===== config.mk =====
export PLATFORM = sky130hd
export DESIGN_NAME = rnd_postproc_flat
export DESIGN_NICKNAME = d
export VERILOG_FILES = /design/src/rtl/rnd_postproc_if.sv /design/src/rtl/rnd_postproc.sv /design/src/flat_wrapper.sv
export SDC_FILE = /design/constraint.sdc
export NUM_CORES = 1
export LEC_CHECK = 0
export ABC_AREA = 1
export CORE_UTILIZATION = 40
export DETAILED_ROUTE_END_ITERATION = 6
export HOLD_SLACK_MARGIN = 0.12
export REMOVE_ABC_BUFFERS = 1
export SLEW_MARGIN = 15
export SYNTH_ARGS = -nofsm -noshare
export SYNTH_HDL_FRONTEND = slang
export SYNTH_SLANG_ARGS = --single-unit

===== constraint.sdc =====
create_clock -name clk -period 2.8 [get_ports clk]
set_clock_uncertainty 0.05 [all_clocks]
set_input_delay 0.42 -clock clk [delete_from_list [all_inputs] [get_ports clk]]
set_output_delay 0.42 -clock clk [all_outputs]
set_load 0.02 [all_outputs]

===== src/rtl/rnd_postproc_if.sv =====
// Output byte stream of the random post-processor.
// Valid/ready handshake between producer and consumer.
interface rnd_postproc_if;
   logic [7:0] out_data;
   logic       out_valid;
   logic       out_ready;

   modport master (
      output out_data,
      output out_valid,
      input  out_ready
   );

   modport slave (
      input  out_data,
      input  out_valid,
      output out_ready
   );
endinterface


===== src/rtl/rnd_postproc.sv =====
// Raw TRNG post-processing: repetition-count health test,
// von Neumann debias, byte assembly and output byte FIFO.
module rnd_postproc #(
   parameter int FIFO_DEPTH = 4,
   parameter int RCT_LIMIT  = 32
) (
   input  logic       clk,
   input  logic       rstn,
   input  logic       raw_valid,
   input  logic       raw_bit,
   input  logic       clr_fail,
   output logic       health_fail,
   output logic [7:0] drop_cnt,
   rnd_postproc_if.master out_if
);

   localparam int AW = (FIFO_DEPTH > 1) ? $clog2(FIFO_DEPTH) : 1;
   localparam int CW = AW + 1;
   localparam logic [7:0] LIM = 8'(RCT_LIMIT);

   typedef enum logic {
      EMPTY,
      HAVE_FIRST
   } deb_state_e;

   logic [7:0] run_q, run_d;
   logic       prev_q;
   logic       trip, halt;

   always_comb begin
      run_d = run_q;
      if (run_q == 8'd0 || raw_bit != prev_q)
         run_d = 8'd1;
      else if (run_q != LIM)
         run_d = run_q + 8'd1;
   end

   // the tripping sample itself is already excluded from debiasing
   assign trip = raw_valid & ~clr_fail & (run_d == LIM);
   assign halt = health_fail | trip;

   always_ff @(posedge clk or negedge rstn) begin
      if (!rstn) begin
         run_q       <= 8'd0;
         prev_q      <= 1'b0;
         health_fail <= 1'b0;
      end else if (clr_fail) begin
         run_q       <= 8'd0;
         prev_q      <= 1'b0;
         health_fail <= 1'b0;
      end else if (raw_valid) begin
         run_q  <= run_d;
         prev_q <= raw_bit;
         if (trip)
            health_fail <= 1'b1;
      end
   end

   deb_state_e state_q, state_d;
   logic       first_q, first_d;
   logic       deb_valid;

   always_comb begin
      state_d   = state_q;
      first_d   = first_q;
      deb_valid = 1'b0;
      if (clr_fail || halt) begin
         state_d = EMPTY;
      end else if (raw_valid) begin
         unique case (state_q)
            EMPTY: begin
               state_d = HAVE_FIRST;
               first_d = raw_bit;
            end
            HAVE_FIRST: begin
               state_d   = EMPTY;
               deb_valid = (first_q != raw_bit);
            end
            default: state_d = EMPTY;
         endcase
      end
   end

   always_ff @(posedge clk or negedge rstn) begin
      if (!rstn) begin
         state_q <= EMPTY;
         first_q <= 1'b0;
      end else begin
         state_q <= state_d;
         first_q <= first_d;
      end
   end

   // pair 1,0 -> 1 and 0,1 -> 0, so the debiased bit is the first bit
   logic [6:0] asm_q;
   logic [2:0] bcnt_q;
   logic       push_req;
   logic [7:0] push_byte;

   assign push_req  = deb_valid & (bcnt_q == 3'd7);
   assign push_byte = {asm_q, first_q};

   always_ff @(posedge clk or negedge rstn) begin
      if (!rstn) begin
         asm_q  <= 7'd0;
         bcnt_q <= 3'd0;
      end else if (clr_fail || halt) begin
         asm_q  <= 7'd0;
         bcnt_q <= 3'd0;
      end else if (deb_valid) begin
         asm_q  <= {asm_q[5:0], first_q};
         bcnt_q <= bcnt_q + 3'd1;
      end
   end

   logic [7:0]    mem [FIFO_DEPTH];
   logic [AW-1:0] wr_ptr, rd_ptr;
   logic [CW-1:0] count_q;
   logic          full, pop, push, drop;

   assign full = (count_q == CW'(FIFO_DEPTH));
   assign pop  = out_if.out_valid & out_if.out_ready;
   assign push = push_req & (~full | pop);
   assign drop = push_req & full & ~pop;

   assign out_if.out_valid = (count_q != '0);
   assign out_if.out_data  = out_if.out_valid ? mem[rd_ptr] : 8'h00;

   always_ff @(posedge clk) begin
      if (push)
         mem[wr_ptr] <= push_byte;
   end

   always_ff @(posedge clk or negedge rstn) begin
      if (!rstn) begin
         wr_ptr   <= '0;
         rd_ptr   <= '0;
         count_q  <= '0;
         drop_cnt <= 8'd0;
      end else begin
         if (push)
            wr_ptr <= wr_ptr + AW'(1);
         if (pop)
            rd_ptr <= rd_ptr + AW'(1);
         unique case ({push, pop})
            2'b10:   count_q <= count_q + CW'(1);
            2'b01:   count_q <= count_q - CW'(1);
            default: count_q <= count_q;
         endcase
         if (drop && drop_cnt != 8'hFF)
            drop_cnt <= drop_cnt + 8'd1;
      end
   end

endmodule


===== src/flat_wrapper.sv =====
// flat-port wrapper written by rule: the top's interface ports become plain ports
module rnd_postproc_flat 
#(
   parameter int FIFO_DEPTH = 4,
   parameter int RCT_LIMIT  = 32
)
  (clk, rstn, raw_valid, raw_bit, clr_fail, health_fail, drop_cnt, out_if_out_data, out_if_out_valid, out_if_out_ready);
  rnd_postproc_if out_if_i ();
  input  logic clk;
  input  logic rstn;
  input  logic raw_valid;
  input  logic raw_bit;
  input  logic clr_fail;
  output logic health_fail;
  output logic [7:0] drop_cnt;
  output wire logic [$bits(out_if_i.out_data)-1:0] out_if_out_data;
  output wire logic [$bits(out_if_i.out_valid)-1:0] out_if_out_valid;
  input wire logic [$bits(out_if_i.out_ready)-1:0] out_if_out_ready;
  assign out_if_out_data = out_if_i.out_data;
  assign out_if_out_valid = out_if_i.out_valid;
  assign out_if_i.out_ready = out_if_out_ready;
  rnd_postproc #(.FIFO_DEPTH(FIFO_DEPTH), .RCT_LIMIT(RCT_LIMIT)) u_core (.clk(clk), .rstn(rstn), .raw_valid(raw_valid), .raw_bit(raw_bit), .clr_fail(clr_fail), .health_fail(health_fail), .drop_cnt(drop_cnt), .out_if(out_if_i));
endmodule

== Yosys cells after proc, flatten, opt, wreduce, memory -nomap -nowiden ==
Memory sizes are Yosys's and may differ from the RTL's.
Cells that the tools add are included.
Storage, ports and cells
  memories kept: 1
  input port bits: 6
  output and inout bits: 18
  memory bits (writable): 32
  register bits after elaboration: 37
Memory list
  u_core.mem: depth 4, width 8, rd ports 1, clocked after Yosys merged registers in 0, write ports 1, line rnd_postproc.sv:116  | logic [7:0] mem [FIFO_DEPTH];
Operators by class
  bitwise operators: 14
  multiplexer cells: 23
  equal/unequal tests: 9
  reductions and logical operators: 12
  add/subtract/negate cells: 7
Operator list (number)
  $mux W8: 5
  $add A8 B1 Y8 const B: 2
  $mux W7: 2
  $mux W1: 12
  $reduce_bool A2 Y1: 5
  $eq A8 B6 Y1 const B: 1
  $logic_not A8 Y1: 1
  $ne A8 B6 Y1 const B: 1
  $ne A8 B8 Y1 const B: 1
  $and A1 B1 Y1: 7
  $add A3 B1 Y3 const B: 2
  $eq A3 B3 Y1 const B: 2
  $mux W3: 2
  $pmux W3 S2: 1
  $not A1 Y1: 5
  $add A2 B1 Y2 const B: 2
  $reduce_and A3 Y1: 1
  $reduce_bool A3 Y1: 1
  $sub A3 B1 Y3 const B: 1
  $eq A2 B1 Y1 const B: 1
  $eq A2 B2 Y1 const B: 1
  $logic_or A1 B1 Y1: 2
  $ne A1 B1 Y1: 2
  $or A1 B1 Y1: 2
  3 further kinds: 3

== Depth between registers and ports, before layout ==
  word-level depth: 12
  depth in mapped cells: 20
  depth with buffers taken out: 20

== Least setup slack after synthesis ==
Ideal clock, no wire load.
  path kind: register to register
  start point: reg u_core.run_q[0]
  end point: mem u_core.mem[0][0] (enable)
  data arrival time: 2095 ps
  clock period less this slack: 2515 ps
  setup time: 371 ps
  cell stages (with the launch flop): 15
  slack: 285 ps
  cell sequence: dfrtp_1 > inv_1 > ha_1 > nand2_1 > nor2_1 > nand3_1 > nand4_1 > nor2_2 > nand3_2 > nand3_4 > inv_6 > nand2_8 > nor2_4 > inv_2 > nor2_1
On the way
  cells in the longest elaborated chain, start to end: 12
Ends and longest elaborated chain
  from (decl): line rnd_postproc.sv:26  | logic [7:0] run_q, run_d;
  from (signal assigned): line rnd_postproc.sv:52  | run_q <= run_d;
  $add A8 B1 Y8, or another cell as far along: line rnd_postproc.sv:35  | run_d = run_q + 8'd1;
  $mux W8 or $logic_or A1 B1 Y1 (tied branches): line rnd_postproc.sv:34, rnd_postproc.sv:32
  $mux W8 *: line rnd_postproc.sv:32  | if (run_q == 8'd0 || raw_bit != prev_q)
  $eq A8 B6 Y1 *: line rnd_postproc.sv:39  | assign trip = raw_valid & ~clr_fail & (run_d == LIM);
  $and A1 B1 Y1 *: line rnd_postproc.sv:39
  $or A1 B1 Y1 *: line rnd_postproc.sv:40  | assign halt = health_fail | trip;
  $logic_or A1 B1 Y1 *: line rnd_postproc.sv:67  | if (clr_fail || halt) begin
  $mux W1 *: line rnd_postproc.sv:67
  $and A1 B1 Y1 *: line rnd_postproc.sv:100  | assign push_req = deb_valid & (bcnt_q == 3'd7);
  $and A1 B1 Y1 *: line rnd_postproc.sv:123  | assign push = push_req & (~full | pop);
  $mux W1 *: line rnd_postproc.sv:130  | if (push)
  $mux W1 (implied by the code) *: line rnd_postproc.sv:131  | mem[wr_ptr] <= push_byte;
  to (decl): line rnd_postproc.sv:116
Mark *: on every way between the ends. The rest lies on a longest branch, timed or not.

== Final worst setup path ==
  start point: reg u_core.rd_ptr[0]
  end point: out out_if_out_data[0]
On the way
  cells in the longest elaborated chain, start to end: 2
Ends and longest elaborated chain
  from (decl): line rnd_postproc.sv:117  | logic [AW-1:0] wr_ptr, rd_ptr;
  from (signal assigned): line rnd_postproc.sv:144  | rd_ptr <= rd_ptr + AW'(1);
  $mem_v2 Z4 W8
  $mux W8: line rnd_postproc.sv:127  | assign out_if.out_data = out_if.out_valid ? mem[rd_ptr] : 8'h00;
  to (decl): line flat_wrapper.sv:16  | output wire logic [$bits(out_if_i.out_data)-1:0] out_if_out_data;
Every way passes these cells.

==> flow_metrics.env <==
export IMPL_status="finished, final reports clean"
export IMPL_synth_lib_cells_used_distinct=32
export IMPL_yosys_top_cells_area="edfxtp_1 29%, dfrtp_1 28%, nand2_1 6.0%, inv_1 5.6%, nor2_1 5.4%"
export IMPL_share_of_layout_cells_above_drive_strength_1=0.134
export IMPL_vdd_drop_max_uv=278
export IMPL_yosys_area_top_type_share=0.286
export IMPL_synth_area_mm2=0.00336
export IMPL_regToRegSetupSlack_ns=0.23
export IMPL_final_setup_tns_ns=0
export IMPL_final_max_slew_violation_count=0
export IMPL_num_nets_final=406
export IMPL_period_needed_ns=2.63
export IMPL_synthCells=350
export IMPL_vias=2384
export IMPL_firstDrtPassIters=4
export IMPL_rr_worst_depth=18
export IMPL_cellLeakagePower_nw=1.79
export IMPL_postSynthAreaPerCell_um2=9.61
export IMPL_synth_top_cell_by_area="edfxtp_1"
export IMPL_synth_commonest_cells="54 x nand2_1, 50 x inv_1, 48 x nor2_1, 37 x dfrtp_1, 32 x edfxtp_1"
export IMPL_die_area_mm2=0.00878
export IMPL_globalRouteOverflowTotal=0
export IMPL_clkSlewWorstSetupHoldPaths_ns=0.07
export IMPL_first_global_vias=2263
export IMPL_postCtsSetupBuffers=0
export IMPL_route_detailed_wl_per_inst_um=12.7
export IMPL_cts_tree="built"
export IMPL_die_y_um=93.7
export IMPL_worst_case_headroom_to_the_max_slew_limit=0.447
export IMPL_effective_utilization_at_floorplan=0.411
export IMPL_start_kind="flop"
export IMPL_power_density_cell_area_mw_per_mm2=725
export IMPL_critPathKind="reg2out"
export IMPL_timing_rr_end="u_core.count_q[2]"
export IMPL_arrival_ns=2.16
export IMPL_cp_required_ns=2.33
export IMPL_met1_usage=0.214
export IMPL_clock_insertion_delay_worst_skew_ns=0.33
export IMPL_h_tree_depth=3
export IMPL_grt_most_used_layer="met2"
export IMPL_worstSetupStartpoint="u_core.rd_ptr[0]"
export IMPL_clock_sinks=69
export IMPL_chipWidth_um=93.7
export IMPL_clk_root_buffer_cell="clkbuf_8"
export IMPL_io_pin_count=24
export IMPL_final_setup_violation_count=0
export IMPL_first_iter_violations=150
export IMPL_synth_edff_count=32
export IMPL_global_route_usage_total=0.165
export IMPL_antenna_found_initial=0
export IMPL_source_of_the_worst_register_to_register_timing_path="u_core.run_q[0]"
export IMPL_route_detailed_drc=0
export IMPL_num_antenna_cells=0
export IMPL_worst_hold_slack_ns=0.129
export IMPL_quantity_of_i_o_buffers_inserted_on_ports=23
export IMPL_asyncSetResetFlopFracSynth=0.536
export IMPL_hold_viol=0
export IMPL_finalCritPeriodShare=0.939
export IMPL_gr_usage_met3=0.0510
export IMPL_grt_first_pass_wirelength_mm=10.9
export IMPL_floorplan_rows=33
export IMPL_yosys_cell_count_top_type="nand2_1"
export IMPL_area_growth_pct=18.4
export IMPL_globalplace_congestion=0.851
export IMPL_ant_nets=0
export IMPL_end_kind="output port"
export IMPL_max_cap_viol_count=0
export IMPL_routed_via_density=4.77
export IMPL_cts_hold_buffers_added=0
export IMPL_totalWireLength_mm=6.34
export IMPL_cts_inserted_buffers=9
export IMPL_critPathCapture="out_if_out_data[0]"
export IMPL_hp_class="in2async"
export IMPL_hpwlAfterDp_mm=4.46
export IMPL_synth_warnings=0
export IMPL_post_cts_resized_instances=0
export IMPL_top_fanout_value_on_the_critical_path=16
export IMPL_core_area_mm2=0.00818
export IMPL_synth_seq_cells=69
export IMPL_pin_count_of_the_biggest_net_entering_global_routing=38
export IMPL_fmaxAchievable_mhz=381
export IMPL_worst_slew_pin_slew_ns=0.829
export IMPL_met2_usage=0.269
export IMPL_ys_seq_area_frac=0.561
export IMPL_cts_buffer_depth=2
export IMPL_ys_flop_type="dfrtp_1"
export IMPL_rsz0062_at_grt="no"
==> placed cells by master (no fill, tap or decap), types with 10 or more instances in the layout <==
cell              n
buf_4            11
clkdlybuf4s50_1  22
dfrtp_1          37
edfxtp_1         32
inv_1            50
nand2_1          54
nand3_1          16
nor2_1           48
o21ai_0          25
o22ai_1          12
xor2_1           10
==> registers in the layout, indices dropped and copies added (netlist names) <==
name                flops
u_core.mem             32
u_core.drop_cnt         8
u_core.run_q            8
u_core.asm_q            7
u_core.bcnt_q           3
u_core.count_q          3
u_core.rd_ptr           2
u_core.wr_ptr           2
u_core.first_q          1
u_core.health_fail      1
u_core.prev_q           1
u_core.state_q          1
==> worst min-delay path by stage <==
stage,startpoint,end,slack (ns),depth (start not counted)
floorplan,rstn,u_core.asm_q[0],0.07,0
global placement,u_core.bcnt_q[0],u_core.bcnt_q[0],0.44,1
detailed placement,u_core.bcnt_q[1],u_core.bcnt_q[1],0.45,2
CTS,rstn,u_core.drop_cnt[0],0.16,1
global route,rstn,u_core.run_q[0],0.19,1
finish,rstn,u_core.run_q[0],0.13,1
==> worst max-delay path: stages (launching register included) <==
cell and delay (ns):
dfrtp_1 0.47, inv_1 0.35, o21ai_0 0.17, a21oi_1 0.20, clkdlybuf4s50_1 0.63
==> area by class of cell <==
class                           count  area [µm²]
Multi-Input combinational cell    221        1240
Sequential cell                    69        1890
Fill cell                         772        4190
Inverter                           55         211
Clock inverter                      7        75.1
Timing Repair Buffer               34         308
Clock buffer                        9         124
Tap cell                          105         131
==> power by group <==
| part | internal, mW | total (mW) | switching [mW] | leakage (nW) |
|---|---|---|---|---|
| Combinational | 0.379 | 0.924 | 0.546 | 0.910 |
| Sequential | 1.10 | 1.16 | 0.0590 | 0.786 |
| Clock | 0.414 | 0.802 | 0.388 | 0.0935 |
| Total | 1.89 | 2.89 | 0.993 | 1.79 |
==> metal layers <==
layer / vias to the layer above / part of all wire
li1: 1220 / -
met1: 1117 / 0.47
met2: 45 / 0.47
met3: 2 / 0.052
met4: 0 / 0.0044
met5: - / 0
==> cells by family (layout without fill, tap and decap cells) <==
logic type               count (synthesis)  count (layout)  synth area share
buffers and inverters                   60             105            0.0685
flip-flops                              69              69             0.561
AO/OA/AOI/OAI                           48              48            0.0770
XOR/XNOR                                13              13            0.0339
adder cells (fa/ha/maj)                 10              10            0.0395
AND/OR/NAND/NOR                        150             150             0.220
==> stage by stage <==
stage                util  setup WS, ns  std cells  cell area, µm²  total power [mW]
floorplan               -         0.285        345            3340              1.73
global route        0.487       0.00559        500            3980              3.06
finish              0.487         0.172        500            3980              2.89
global placement    0.463        0.0810        484            3780              2.10
detailed placement  0.463        0.0170        484            3780              2.12
CTS                 0.487         0.136        500            3980              2.92
(Power assumes the default switching activity.)
